$ cat src/rtl/pipe_hazard_ctrl.sv
// Stall/flush sequencer for the 5-stage pipeline: load-use bubbles, redirect flushes,
// data-memory wait freeze with sticky timeout, and saturating stall/flush counters.
module pipe_hazard_ctrl #(
    parameter int MEM_TIMEOUT = 255,
    parameter int CNT_W       = 32
) (
    input  logic             i_clk,
    input  logic             i_reset,
    input  logic [4:0]       i_id_rs1_addr,
    input  logic [4:0]       i_id_rs2_addr,
    input  logic             i_id_rs1_use,
    input  logic             i_id_rs2_use,
    input  logic [4:0]       i_ex_rd_addr,
    input  logic             i_ex_is_load,
    input  logic             i_ex_rd_wren,
    input  logic             i_ex_pc_sel,
    input  logic             i_mem_req,
    input  logic             i_mem_ack,
    output logic             o_pc_en,
    output logic             o_stall_if_id,
    output logic             o_flush_if_id,
    output logic             o_stall_id_ex,
    output logic             o_flush_id_ex,
    output logic             o_stall_ex_mem,
    output logic             o_flush_mem_wb,
    output logic             o_err,
    output logic [CNT_W-1:0] o_stall_cnt,
    output logic [CNT_W-1:0] o_flush_cnt
);

    typedef enum logic [1:0] {
        ST_RUN      = 2'd0,
        ST_MEM_WAIT = 2'd1,
        ST_ERR      = 2'd2
    } state_t;

    localparam int            WAIT_W    = 16;
    localparam logic [WAIT_W-1:0] WAIT_LAST = WAIT_W'(MEM_TIMEOUT - 1);
    localparam logic [CNT_W-1:0]  CNT_MAX   = '1;

    state_t             state_q, state_d;
    logic [WAIT_W-1:0]  wait_cnt_q, wait_cnt_d;
    logic               err_q, err_d;
    logic [CNT_W-1:0]   stall_cnt_q, stall_cnt_d;
    logic [CNT_W-1:0]   flush_cnt_q, flush_cnt_d;

    logic mem_wait_now;
    logic freeze;
    logic redirect;
    logic lu_match;
    logic load_use;
    logic stall_any;

    always_comb begin
        mem_wait_now = i_mem_req & ~i_mem_ack;
        freeze       = mem_wait_now | (state_q == ST_ERR);
        lu_match     = i_ex_is_load & i_ex_rd_wren & (i_ex_rd_addr != 5'd0) &
                       ((i_id_rs1_use & (i_id_rs1_addr == i_ex_rd_addr)) |
                        (i_id_rs2_use & (i_id_rs2_addr == i_ex_rd_addr)));
        // A redirect makes the ID instruction wrong-path, so it masks load-use.
        redirect     = ~freeze & i_ex_pc_sel;
        load_use     = ~freeze & ~i_ex_pc_sel & lu_match;
        stall_any    = freeze | load_use;

        o_pc_en        = ~(freeze | load_use);
        o_stall_if_id  = freeze | load_use;
        o_flush_if_id  = redirect;
        o_stall_id_ex  = freeze;
        o_flush_id_ex  = redirect | load_use;
        o_stall_ex_mem = freeze;
        o_flush_mem_wb = freeze;
    end

    always_comb begin
        state_d    = state_q;
        wait_cnt_d = '0;
        err_d      = err_q;
        case (state_q)
            ST_RUN, ST_MEM_WAIT: begin
                // The timeout check also applies in RUN so MEM_TIMEOUT=1 errors on the first miss.
                if (mem_wait_now) begin
                    if (wait_cnt_q == WAIT_LAST) begin
                        state_d = ST_ERR;
                        err_d   = 1'b1;
                    end else begin
                        state_d    = ST_MEM_WAIT;
                        wait_cnt_d = wait_cnt_q + WAIT_W'(1);
                    end
                end else begin
                    state_d = ST_RUN;
                end
            end
            ST_ERR:  state_d = ST_ERR;
            default: state_d = ST_RUN;
        endcase

        stall_cnt_d = stall_cnt_q;
        if (stall_any && (stall_cnt_q != CNT_MAX)) begin
            stall_cnt_d = stall_cnt_q + CNT_W'(1);
        end
        flush_cnt_d = flush_cnt_q;
        if (redirect && (flush_cnt_q != CNT_MAX)) begin
            flush_cnt_d = flush_cnt_q + CNT_W'(1);
        end
    end

    always_ff @(posedge i_clk) begin
        if (i_reset) begin
            state_q     <= ST_RUN;
            wait_cnt_q  <= '0;
            err_q       <= 1'b0;
            stall_cnt_q <= '0;
            flush_cnt_q <= '0;
        end else begin
            state_q     <= state_d;
            wait_cnt_q  <= wait_cnt_d;
            err_q       <= err_d;
            stall_cnt_q <= stall_cnt_d;
            flush_cnt_q <= flush_cnt_d;
        end
    end

    assign o_err       = err_q;
    assign o_stall_cnt = stall_cnt_q;
    assign o_flush_cnt = flush_cnt_q;

endmodule

$ cat config.mk
export PLATFORM = sky130hd
export DESIGN_NAME = pipe_hazard_ctrl
export DESIGN_NICKNAME = d
export VERILOG_FILES = /design/src/rtl/pipe_hazard_ctrl.sv
export SDC_FILE = /design/constraint.sdc
export NUM_CORES = 1
export LEC_CHECK = 0
export ABC_AREA = 1
export BUFFER_PORTS_ARGS = -buffer_cell sky130_fd_sc_hd__buf_2
export CORE_MARGIN = 8
export CORE_UTILIZATION = 40
export DETAILED_ROUTE_END_ITERATION = 8
export PLACE_DENSITY = 0.61
export REMOVE_ABC_BUFFERS = 1
export SLEW_MARGIN = 15
export SYNTH_ARGS = -nofsm -noshare
export SYNTH_HDL_FRONTEND = slang
export SYNTH_SLANG_ARGS = --single-unit
export TNS_END_PERCENT = 50
$ cat constraint.sdc
create_clock -name i_clk -period 2.3 [get_ports i_clk]
set_clock_uncertainty 0.15 [all_clocks]
set_input_delay 0.115 -clock i_clk [delete_from_list [all_inputs] [get_ports i_clk]]
set_output_delay 0.115 -clock i_clk [all_outputs]
set_load 0.005 [all_outputs]
-- Yosys cells after proc, flatten, opt, wreduce, memory -nomap -nowiden
Index checks and enable logic that the tools add are counted.
- register bits: 83
- input bits: 24
- output and inout port bits: 72
- add/sub/neg operators: 3
- eq/ne operators: 7
- multiplexer cells: 3
- bitwise logic cells: 19
- reductions and logical operators: 7
- operators by type and width (cell ; count):
    32-bit by 1-bit adder with 32-bit output, second input constant ; 2
    32-bit != test, second input constant ; 2
    16-bit by 1-bit adder with 16-bit output, second input constant ; 1
    16-bit by 8-bit == test with 1-bit output, second input constant ; 1
    5-bit == test ; 2
    1-bit bitwise AND ; 9
    1-bit inverter ; 6
    5-bit nonzero test ; 1
    2-bit two-way mux ; 2
    1-bit OR ; 4
    2-bit one-hot mux with 2 select lines ; 1
    4-bit OR reduction ; 1
    3-bit AND reduction ; 1
    2-bit by 1-bit == test with 1-bit output, second input constant ; 1
    2-bit == test, second input constant ; 1
    1-bit logical AND ; 2
    2-bit zero test ; 1
    2-bit OR reduction ; 1

-- Longest topological paths before layout
Gate-level depths: netlist of run 1.
- depth in word-level cells: 8
- depth in mapped cells: 13

-- Worst setup path after synthesis of run 1
OpenSTA, ideal clock, no wires.
- path kind: flip-flop to flip-flop
- start: reg stall_cnt_q[0] (netlist: o_stall_cnt[0])
- end: reg stall_cnt_q[15] (netlist: o_stall_cnt[15])
- setup time: 115 ps
- arrival: 1542 ps
- data required time: 2035 ps
- path slack: 493 ps
- cell stages (with the launch flop): 12
- period minus slack after synthesis: 1807 ps
- cells stage by stage: dfxtp_1 > ha_1 > inv_1 > nor2_1 > nand2_1 > nor2_1 > nand3_2 > buf_2 > nand3_1 > inv_1 > a21oi_1 > nor2_1
- longest elaborated chain between the ends: 2
- elaborated cells on any way between the ends: 3
- classes of those cells: 1 x add/sub; 1 x eq/ne; 1 x reduce/logical
- RTL lines (item ; RTL line ; RTL):
    from (decl) ; 44 ; logic [CNT_W-1:0] stall_cnt_q, stall_cnt_d;
    from (signal assigned) ; 118 ; stall_cnt_q <= stall_cnt_d;
    parallel branches: the longest is 2 deep, another holds 32-bit by 1-bit adder with 32-bit output ; - ;
Parallel ways; which one is timed is not known.
A chain may end at the register's enable or synchronous reset.

-- Worst setup path in the final report of run 1
- start: reg state_q[0]
- end: out o_pc_en
- longest elaborated chain between the ends: 7
- RTL lines (item ; RTL line ; RTL):
    from (decl) ; 41 ; state_t state_q, state_d;
    from (signal assigned) ; 115 ; state_q <= state_d;
    2-bit == test (*) ; 56 ; freeze = mem_wait_now | (state_q == ST_ERR);
    1-bit OR (*) ; 56 ;
    1-bit inverter ; 62 ; load_use = ~freeze & ~i_ex_pc_sel & lu_match;
    1-bit bitwise AND (2 in series) ; 62 ;
    1-bit OR (*) ; 65 ; o_pc_en = ~(freeze | load_use);
    1-bit inverter (*) ; 65 ;
    to (decl) ; 19 ; output logic o_pc_en,
Every way passes the cells marked *; elsewhere a longest branch is shown, timed or not.

==> metrics.md, run 1 <==
| Metric | Value |
|---|---|
| Clock transition at path regs | `60 ps` |
| Initial DRC count | `351` |
| GRT Total Usage | `17.8%` |
| Met1 Resource Use GR | `22.3%` |
| GR met3 Demand/Resource | `3.79%` |
| Area after DPL | `0.00596 mm²` |
| Largest net degree at the start of global routing | `66` |
| Prevailing post-synth register cell | `dfxtp_1` |
| IO Pins | `96` |
| Antenna violations before repair | `0` |
| Total Nets Final | `984` |
| Post-synth top area cell | `dfxtp_1` |
| Share of total power in combinational logic | `6.1%` |
| Row count | `41` |
| Power Dens Cells | `507 mW/mm²` |
| Final WL | `14000 µm` |
| Routed vias | `5356` |
| Port bufs | `95` |
| Worst hold path class | `primary input to flop` |
| Num CTS Buffers | `9` |
| RSZ-0062 raised after global routing | `false` |
| Core area | `0.0124 mm²` |
| Placer Congestion | `0.917` |
| DRC errors left | `0` |
| Crit path kind | `flop to output port` |
| Die area | `0.0163 mm²` |
| Req. time, crit path | `2040 ps` |
| Hold Vio Cnt, Final | `0` |
| Layout area overhead | `26.0%` |
| Worst-case hold slack | `127 ps` |
| P_leak | `0.00276 µW` |
| Relative slew slack | `51.5%` |
| Ratio of final minimum period to clock period | `91.5%` |
| DRT antenna net count | `0` |
| Commonest cells in the netlist | `261 x nand2_1, 135 x nor2_1, 84 x inv_1` |
| Fin crit period | `2100 ps` |
| Hold_buf cts | `0` |
| Post-DR vias/cell | `4.73` |
| CTS tree | `done` |
| Die Ht | `128 µm` |
| Overall power | `3190 µW` |
| First-pass GRT wire length | `23700 µm` |
| Sw frac | `22.7%` |
| Clk network pwr share | `48.5%` |
| Number of synthesized flops with an enable pin | `0` |
| Largest cells by area after synthesis | `dfxtp_1 33%, nand2_1 20%, nor2_1 10%, nand3_1 6.3%, inv_1 6.3%` |
| Setup repair bufs after CTS | `0` |
| Count leader, synth | `nand2_1` |
| Net switching power figure | `723 µW` |
| Slew Limit Fails | `0` |
| Layout fillers | `1300` |
| Ant diodes | `0` |
| Int Pwr | `2470 µW` |
| Critical path endpoint category | `output port` |
| Post-synthesis register bit count | `83` |
| Max-cap violations | `0` |
| Syn Inst Count | `820` |
| M2 GR Usage | `28.9%` |
| Post-synth top area share | `33.2%` |
| Worst Tran Pin Value | `726 ps` |
| Outcome | `completed` |
| Max frequency | `475 MHz` |
| Root Buffer | `clkbuf_16` |
| Seq/Total Area, Yosys | `33.2%` |
| Worst skew pair latency | `350 ps` |
| Synthesized area per cell | `6.10 µm²` |
| Async S/R FF share, synth | `0%` |
| DP HPWL | `10600 µm` |
| Reg power frac | `45.5%` |
| Ratio of cells with drive above 1 in the final layout | `19.8%` |
| Worst EP arrival | `1840 ps` |
| Synth cell types | `34` |
| Max Fanout on Critical Path | `65` |
| Mapped Area | `0.00500 mm²` |
| Global route total overflow | `0` |
| Final instance area | `0.00630 mm²` |
| Starting density of the core | `40.3%` |
| Vias in the first global route | `4957` |
| Drt pass-1 iters | `5` |
| Yosys warnings | `0` |
| DIE WIDTH | `128 µm` |
| Global route hottest layer | `met2` |
| VDD IR max | `0.000350 V` |
| Routed WL per cell | `12.4 µm` |
| Final Setup Violations | `0` |
| CP Launch Type | `flop` |
| Num Clock Sinks | `83` |
| Max Root-Sink Buffers | `2` |
| H-tree levels | `3` |
[sequential cells by signal, summed over array words and instances, names as in the netlist]
register / cells
o_err: 1
o_stall_cnt: 32
o_flush_cnt: 32
state_q: 2
wait_cnt_q: 16
[logic make-up (layout without fill, tap and decap cells)]
| logic type | after synthesis | after routing | share of synthesized area (%) |
|---|---|---|---|
| AND/OR/NAND/NOR | 527 | 527 | 45.1 |
| buffers and inverters | 109 | 250 | 9.36 |
| flip-flops | 83 | 83 | 33.2 |
| AO/OA/AOI/OAI | 81 | 81 | 8.46 |
| XOR/XNOR | 16 | 16 | 2.80 |
| adder cells (fa/ha/maj) | 4 | 4 | 1.00 |
[worst paths after layout]
| path | from | end | slack, ps | depth (start not counted) |
|---|---|---|---|---|
| max | state_q[0]$_SDFF_PP0_ | o_pc_en | 200 | 12 |
| min | i_reset | o_stall_cnt[25]$_SDFFE_PP0P_ | 130 | 3 |
| max reg2reg | o_stall_cnt[1]$_SDFFE_PP0P_ | o_stall_cnt[11]$_SDFFE_PP0P_ | 260 | 10 |
| min reg2reg | o_err$_SDFFE_PP0P_ | o_err$_SDFFE_PP0P_ | 300 | 2 |
[metrics by stage]
| step | instances | util [%] | setup WS [ps] | setup TNS (ps) |
|---|---|---|---|---|
| detailed placement | 1117 | 48.0 | -22.5 | -30.3 |
| CTS | 1133 | 50.6 | 96.3 | 0 |
| global placement | 1117 | 48.0 | 33.1 | 0 |
| floorplan | 797 | - | -193 | -4570 |
| global route | 1133 | 50.7 | 2.92 | 0 |
| finish | 1133 | 50.7 | 196 | 0 |
[power by group through the flow]
stage          clock network, µW  registers, µW  logic (µW)
6_report                    1550           1450         194
3_3_place_gp                   0           1480         193
2_1_floorplan                  0           1490        98.5
3_5_place_dp                   0           1480         195
4_1_cts                     1590           1450         197
5_1_grt                     1650           1450         221
[layout make-up]
type                            instances  area [µm²]  share of cell area [%]
Clock inverter                          4        75.1                    1.19
Timing Repair Buffer                  148         886                    14.1
Sequential cell                        83        1660                    26.4
Inverter                               86         323                    5.13
Tap cell                              172         215                    3.42
Clock buffer                           12         236                    3.76
Multi-Input combinational cell        628        2900                    46.0
[repair_timing]
action / in CTS / in global routing
setup endpoints to repair: 3 / 27
resized for setup: 1 / 4
pin swaps: 0 / 1
[worst max-delay path, stage by stage, from the launching register on]
cell     delay [ps]
dfxtp_1         310
inv_1            30
nand2_1          60
nand2_1         100
buf_4           160
inv_1            70
o21ai_0          70
nor2_1           80
nand2_1          80
nand2_2          80
buf_12          240
inv_1            60
buf_2           130
[per-layer routing]
metal | wire (µm) | vias to the layer above
li1 | - | 2875
met1 | 6540 | 2368
met2 | 6580 | 93
met3 | 595 | 20
met4 | 307 | 0
met5 | 0 | -
[cells in the final DEF (no fill, tap or decap), types with 5 or more instances in the layout]
cell	netlist	routed
o21ai_0	14	14
xor2_1	12	12
nor2_2	7	8
nor3b_1	6	6
nand3_1	63	62
buf_4	3	52
nor3_1	21	20
nand4_1	12	12
nor2_1	135	134
buf_2	11	95
inv_1	84	84
a21oi_1	62	62
nand2_1	261	260
clkbuf_16	0	9
nand3b_1	5	5
dfxtp_1	83	83
(Power assumes the default switching activity.)
==> inputs of run 2 (changes only) <==
--- a/config.mk
+++ b/config.mk
@@ -10,7 +10,7 @@
 export CORE_MARGIN = 8
 export CORE_UTILIZATION = 40
 export DETAILED_ROUTE_END_ITERATION = 8
-export PLACE_DENSITY = 0.61
+export PLACE_DENSITY = 0.62
 export REMOVE_ABC_BUFFERS = 1
 export SLEW_MARGIN = 15
 export SYNTH_ARGS = -nofsm -noshare
==> run 2 against run 1 <==
  * Largest power group is now sequential cells
  * First-iteration DRC count rose by 21%
  * Wire length fell by 6.3%
  * Worst hold slack got worse by 12 ps
  * Clock power fell by 15%
  * Global-route usage fell by 1.5 points
  * Combinational power fell by 4%
==> metrics.md, run 2 (same netlist as run 1, synthesis figures left out) <==
| Metric | Value |
|---|---|
| Worst skew pair latency | `340 ps (was 350 ps)` |
| P_leak | `0.00257 µW (was 0.00276 µW)` |
| IO Pins | `96 (unchanged)` |
| Hold Vio Cnt, Final | `0 (unchanged)` |
| Ant diodes | `0 (unchanged)` |
| Max incr delay on CP | `390 ps (was 310 ps)` |
| Clock transition at path regs | `60 ps (about the same)` |
| WL met2 | `5920 µm (was 6580 µm)` |
| Number of stages on the worst setup path | `10 (was 12)` |
| Final WS setup | `225 ps (was 196 ps)` |
| Worst hold path class | `primary input to flop (unchanged)` |
| Core area | `0.0124 mm² (unchanged)` |
| Initial DRC count | `424 (was 351)` |
| Hold path depth | `6 (was 3)` |
| Largest net degree at the start of global routing | `66 (unchanged)` |
| Max-cap violations | `0 (unchanged)` |
| Antenna violations before repair | `0 (unchanged)` |
| Crit path buf inv count | `2 (was 6)` |
| Max Fanout on Critical Path | `16 (was 65)` |
| Port bufs | `95 (unchanged)` |
| RSZ-0062 raised after global routing | `false (unchanged)` |
| Layout area overhead | `19.4% (was 26.0%)` |
| DRT antenna net count | `0 (unchanged)` |
| Routed vias | `5187 (was 5356)` |
| Outcome | `completed (unchanged)` |
| Most frequent cells in the layout | `260 x nand2_1, 135 x nor2_1, 95 x buf_2 (was 260 x nand2_1, 134 x nor2_1, 95 x buf_2)` |
| Slowest stage cell on the critical path | `dfxtp_1 (unchanged)` |
| Req. time, crit path | `2390 ps (was 2040 ps)` |
| Hold_buf cts | `0 (unchanged)` |
| DIE WIDTH | `128 µm (unchanged)` |
| Max layer used | `met4 (unchanged)` |
| Total Nets Final | `950 (was 984)` |
| DRC errors left | `0 (unchanged)` |
| Fin cells | `1098 (was 1133)` |
| Num Clock Sinks | `83 (unchanged)` |
| Final Setup Violations | `0 (unchanged)` |
| Slew Limit Fails | `0 (unchanged)` |
| Area occupied by multi-input gates | `0.00287 mm² (was 0.00290 mm²)` |
| Root Buffer | `clkbuf_16 (unchanged)` |
| Crit path kind | `flop to flop (was flop to output port)` |
| Relative slew slack | `71.5% (was 51.5%)` |
| Critical path cell sequence | `ha_1 -> inv_1 -> nor2_1 -> nand2_1 -> nor2_1 -> nand3_2 -> nand2_1 -> inv_1 -> a21oi_1 -> nor2_1 (was inv_1 -> nand2_1 -> nand2_1 -> buf_4 -> inv_1 -> o21ai_0 -> nor2_1 -> nand2_1 -> nand2_2 -> buf_12 -> inv_1 -> buf_2)` |
| GRT Total Usage | `16.3% (was 17.8%)` |
| Register area | `0.00166 mm² (unchanged)` |
| Reg2reg path depth | `10 (unchanged)` |
| DP HPWL | `10000 µm (was 10600 µm)` |
| Critical path endpoint category | `flop (was output port)` |
| PostCTS Resize Cnt | `0 (was 1)` |
| Starting density of the core | `40.3% (unchanged)` |
| Die Ht | `128 µm (unchanged)` |
| Final WL | `13100 µm (was 14000 µm)` |
| Worst Tran Pin Value | `428 ps (was 726 ps)` |
| Ratio of final minimum period to clock period | `90.2% (was 91.5%)` |
| M1 WL | `6300 µm (was 6540 µm)` |
| CP Launch Type | `flop (unchanged)` |
| Dpl ws | `236 ps (was -22.5 ps)` |
| Fin crit period | `2070 ps (was 2100 ps)` |
| H-tree levels | `3 (unchanged)` |
| CP dominant cell by count | `nor2_1` |
| Max Root-Sink Buffers | `2 (unchanged)` |
| Placed Cells | `1083 (was 1117)` |
| CTS tree | `done (unchanged)` |
| Drt pass-1 iters | `7 (was 5)` |
| Worst EP arrival | `2160 ps (was 1840 ps)` |
| Post-DR vias/cell | `4.72 (was 4.73)` |
| Row count | `41 (unchanged)` |
| Ratio of cells with drive above 1 in the final layout | `16.7% (was 19.8%)` |
| Max frequency | `482 MHz (was 475 MHz)` |
| First-pass GRT wire length | `21700 µm (was 23700 µm)` |
| Final core occ | `48.1% (was 50.7%)` |
| Power Dens Cells | `496 mW/mm² (was 507 mW/mm²)` |
| Crit path max-delay family | `simple AND/OR/NAND/NOR gates (was buffers and inverters)` |
| Die area | `0.0163 mm² (unchanged)` |
| Setup repair bufs after CTS | `0 (unchanged)` |
| Global route total overflow | `0 (unchanged)` |
| DR WL met3 | `678 µm (was 595 µm)` |
| Placer Congestion | `0.860 (was 0.917)` |
| VDD IR max | `0.000398 V (was 0.000350 V)` |
| Num CTS Buffers | `9 (unchanged)` |
| Most common cell after layout, fill and taps aside | `nand2_1 (unchanged)` |
| Layout fillers | `1343 (was 1300)` |
| Routed WL per cell | `12.0 µm (was 12.4 µm)` |
| Vias in the first global route | `4616 (was 4957)` |
## run 2: cell types whose count changed in the layout (fill, tap and decap cells not counted), sizes merged
cell,previous run,this run
buf,148,114
bufinv,2,0
clkbuf,12,10
clkinv,1,4
## run 2: path summary, 6_finish.rpt
check / endpoint / slack, ps / start
min reg2reg: o_err$_SDFFE_PP0P_ / 300 / o_err$_SDFFE_PP0P_
max reg2reg: o_stall_cnt[4]$_SDFFE_PP0P_ / 230 / o_stall_cnt[0]$_SDFFE_PP0P_
min: state_q[1]$_SDFF_PP0_ / 120 / i_mem_ack
max: o_stall_cnt[4]$_SDFFE_PP0P_ / 230 / o_stall_cnt[0]$_SDFFE_PP0P_
## run 2: report_power, final
group	switching, µW	internal, µW
Clock	574	748
Combinational	120	66.0
Sequential	6.95	1450
Total	701	2260
## run 2: final cells by class
class | instances | share of cell area [%]
clock buffer | 10 | 4.00
sequential | 83 | 27.8
timing repair buffer | 114 | 10.6
inverter | 86 | 5.41
clock inverter | 5 | 0.503
tap | 172 | 3.60
multi-input combinational | 628 | 48.1
## run 2: worst reg2reg max path, delay by kind of cell, from the launching register on
family / cells / cell delay [ps]
adder cells (fa/ha/maj): 1 / 180
flip-flops: 1 / 390
AND/OR/NAND/NOR: 6 / 1000
buffers and inverters: 2 / 110
AO/OA/AOI/OAI: 1 / 140
## run 2: metal layers
metal  vias up  GRT usage [%]
met1      2255           20.3
li1       2801              -
met2       112           26.5
met4         0           6.64
met5         -              0
met3        19           3.74
## run 2: metrics by stage
stage	cell area (µm²)	TNS [ps]	total power, µW	hold slack [ps]
floorplan	4850	-4570	1580	27.4
global placement	5700	0	1670	291
detailed placement	5700	0	1670	297
CTS	5970	0	3010	117
global route	5970	0	3090	135
finish	5970	0	2960	116
==> inputs of run 3 (changes only) <==
--- a/config.mk
+++ b/config.mk
@@ -7,10 +7,12 @@
 export LEC_CHECK = 0
 export ABC_AREA = 1
 export BUFFER_PORTS_ARGS = -buffer_cell sky130_fd_sc_hd__buf_2
+export CELL_PAD_IN_SITES_DETAIL_PLACEMENT = 0
+export CELL_PAD_IN_SITES_GLOBAL_PLACEMENT = 2
 export CORE_MARGIN = 8
-export CORE_UTILIZATION = 40
+export CORE_UTILIZATION = 29
 export DETAILED_ROUTE_END_ITERATION = 8
-export PLACE_DENSITY = 0.62
+export PLACE_DENSITY = 0.81
 export REMOVE_ABC_BUFFERS = 1
 export SLEW_MARGIN = 15
 export SYNTH_ARGS = -nofsm -noshare
==> run 3 against run 2 <==
  * Worst setup slack gained 7.7 ps
  * First-iteration DRC count shrank 29%
  * Clock-buffer cell count is 1 higher
  * Highest routed layer unchanged
  * Critical path type is now flop to output port
  * Non-clock buffer count increased by 12
  * Combinational power is 10% higher
  * Total power rose by 2.7%
  * Largest power group unchanged
  * Die area is 33% higher
==> metrics.md, run 3 (same netlist as run 1, synthesis figures left out) <==
| Metric | Value |
|---|---|
| Fin crit period | `2070 ps (about the same)` |
| CTS tree | `done (unchanged)` |
| Vias in the first global route | `5009 (was 4616)` |
| DRT antenna net count | `0 (unchanged)` |
| Ratio of final minimum period to clock period | `89.9% (was 90.2%)` |
| Worst Tran Pin Value | `504 ps (was 428 ps)` |
| Clock transition at path regs | `60 ps (about the same)` |
| Routed WL per cell | `13.2 µm (was 12.0 µm)` |
| Worst hold path class | `primary input to flop (unchanged)` |
| RSZ-0062 raised after global routing | `false (unchanged)` |
| GRT Total Usage | `14.3% (was 16.3%)` |
| Layout area overhead | `23.8% (was 19.4%)` |
| Layout fillers | `1971 (was 1343)` |
| Area after DPL | `0.00585 mm² (was 0.00570 mm²)` |
| Most frequent cells in the layout | `259 x nand2_1, 135 x nor2_1, 95 x buf_2 (was 260 x nand2_1, 135 x nor2_1, 95 x buf_2)` |
| Initial DRC count | `299 (was 424)` |
| Max Root-Sink Buffers | `2 (unchanged)` |
| P_leak | `0.00264 µW (was 0.00257 µW)` |
| First-pass GRT wire length | `25400 µm (was 21700 µm)` |
| Max frequency | `484 MHz (was 482 MHz)` |
| Max incr delay on CP | `300 ps (was 390 ps)` |
| Critical path cell sequence | `inv_1 -> nand2_1 -> nand2_2 -> inv_1 -> o21ai_0 -> nor2_1 -> nand2_1 -> nand2_4 -> buf_12 -> inv_1 -> buf_2 (was ha_1 -> inv_1 -> nor2_1 -> nand2_1 -> nor2_1 -> nand3_2 -> nand2_1 -> inv_1 -> a21oi_1 -> nor2_1)` |
| Ratio of cells with drive above 1 in the final layout | `17.9% (was 16.7%)` |
| DIE WIDTH | `147 µm (was 128 µm)` |
| Register area | `0.00166 mm² (unchanged)` |
| Drt pass-1 iters | `4 (was 7)` |
| Hold_buf cts | `0 (unchanged)` |
| Final instance area | `0.00619 mm² (was 0.00597 mm²)` |
| Crit path kind | `flop to output port (was flop to flop)` |
| R2R setup slack | `290 ps (was 230 ps)` |
| CP dominant cell by count | `inv_1 (was nor2_1)` |
| Slew Limit Fails | `0 (unchanged)` |
| Final WL | `15400 µm (was 13100 µm)` |
| Largest net degree at the start of global routing | `40 (was 66)` |
| Row count | `48 (was 41)` |
| Most common cell after layout, fill and taps aside | `nand2_1 (unchanged)` |
| Port bufs | `95 (unchanged)` |
| Placer Congestion | `0.815 (was 0.860)` |
| Num Clock Sinks | `83 (unchanged)` |
| Global route total overflow | `0 (unchanged)` |
| Die area | `0.0217 mm² (was 0.0163 mm²)` |
| Starting density of the core | `29.3% (was 40.3%)` |
| Num CTS Buffers | `9 (unchanged)` |
| Ant diodes | `0 (unchanged)` |
| Total Nets Final | `962 (was 950)` |
| Root Buffer | `clkbuf_16 (unchanged)` |
| Req. time, crit path | `2040 ps (was 2390 ps)` |
| Outcome | `completed (unchanged)` |
| H-tree levels | `3 (unchanged)` |
| DRC errors left | `0 (unchanged)` |
| IO Pins | `96 (unchanged)` |
| Antenna violations before repair | `0 (unchanged)` |
| Hold Vio Cnt, Final | `0 (unchanged)` |
| Relative slew slack | `66.1% (was 71.5%)` |
| Die Ht | `147 µm (was 128 µm)` |
| DP HPWL | `11800 µm (was 10000 µm)` |
| Critical path endpoint category | `output port (was flop)` |
| Setup TNS | `0 ps (unchanged)` |
| Final Setup Violations | `0 (unchanged)` |
| Power Dens Cells | `491 mW/mm² (was 496 mW/mm²)` |
| Area occupied by multi-input gates | `0.00289 mm² (was 0.00287 mm²)` |
| CP Launch Type | `flop (unchanged)` |
| Slowest stage cell on the critical path | `dfxtp_1 (unchanged)` |
| Max Fanout on Critical Path | `29 (was 16)` |
| Max-cap violations | `0 (unchanged)` |
| Worst skew pair latency | `350 ps (was 340 ps)` |
| Worst EP arrival | `1800 ps (was 2160 ps)` |
| Routed vias | `5279 (was 5187)` |
| VDD IR max | `0.000340 V (was 0.000398 V)` |
| Post-DR vias/cell | `4.54 (was 4.72)` |
| Core area | `0.0171 mm² (was 0.0124 mm²)` |
## run 3: changes by cell type in the layout (fill, tap and decap cells not counted), sizes merged
cell and change:
buf +12, clkbuf +1, clkinv -2, clkinvlp +1
## run 3: critical path: cells and delay by family (launching register included)
kind | cells | cell delay, ps
compound gates | 1 | 90
flops | 1 | 300
simple gates | 5 | 550
buf+inv | 5 | 520
## run 3: path summary, 6_finish.rpt
check,start,end,cells past startpoint
worst max-delay path,state_q[0]$_SDFF_PP0_,o_pc_en,11
worst min-delay path,i_mem_ack,o_err$_SDFFE_PP0P_,6
worst max register to register,o_stall_cnt[0]$_SDFFE_PP0P_,o_stall_cnt[30]$_SDFFE_PP0P_,10
worst min register to register,wait_cnt_q[14]$_SDFF_PP0_,wait_cnt_q[14]$_SDFF_PP0_,2
## run 3: cell type report
| class | count | share of cell area [%] |
|---|---|---|
| multi-input combinational | 628 | 46.7 |
| sequential | 83 | 26.9 |
| timing repair buffer | 126 | 12.3 |
| inverter | 86 | 5.22 |
| tap | 225 | 4.55 |
| clock buffer | 11 | 3.92 |
| clock inverter | 4 | 0.445 |
## run 3: where the power goes
part	internal, µW	switching (µW)	leakage (µW)
clock	754	626	0.000124
sequential	1440	8.76	0.000669
combinational	77.5	127	0.00185
## run 3: through the flow
stage	hold WS [ps]	total power (µW)	setup WS [ps]	util, %	instances
floorplan	27.4	1580	-193	-	797
global placement	296	1690	269	34.3	1143
detailed placement	302	1690	226	34.3	1143
CTS	79.3	3090	6.15	35.9	1158
global route	149	3180	29.6	36.3	1163
finish	109	3040	233	36.3	1163
## run 3: repair_timing
item	4_1_cts	5_1_grt
setup endpoints to repair	0	9
resized for setup	0	4
buffers inserted	0	5
## run 3: layer usage
layer  wire [µm]  vias up  GRT usage [%]
met4         189        0           4.33
met2        6800       93           22.2
met5           0        -              0
met1        7670     2358           19.2
met3         734       12           3.51
li1            -     2816              -
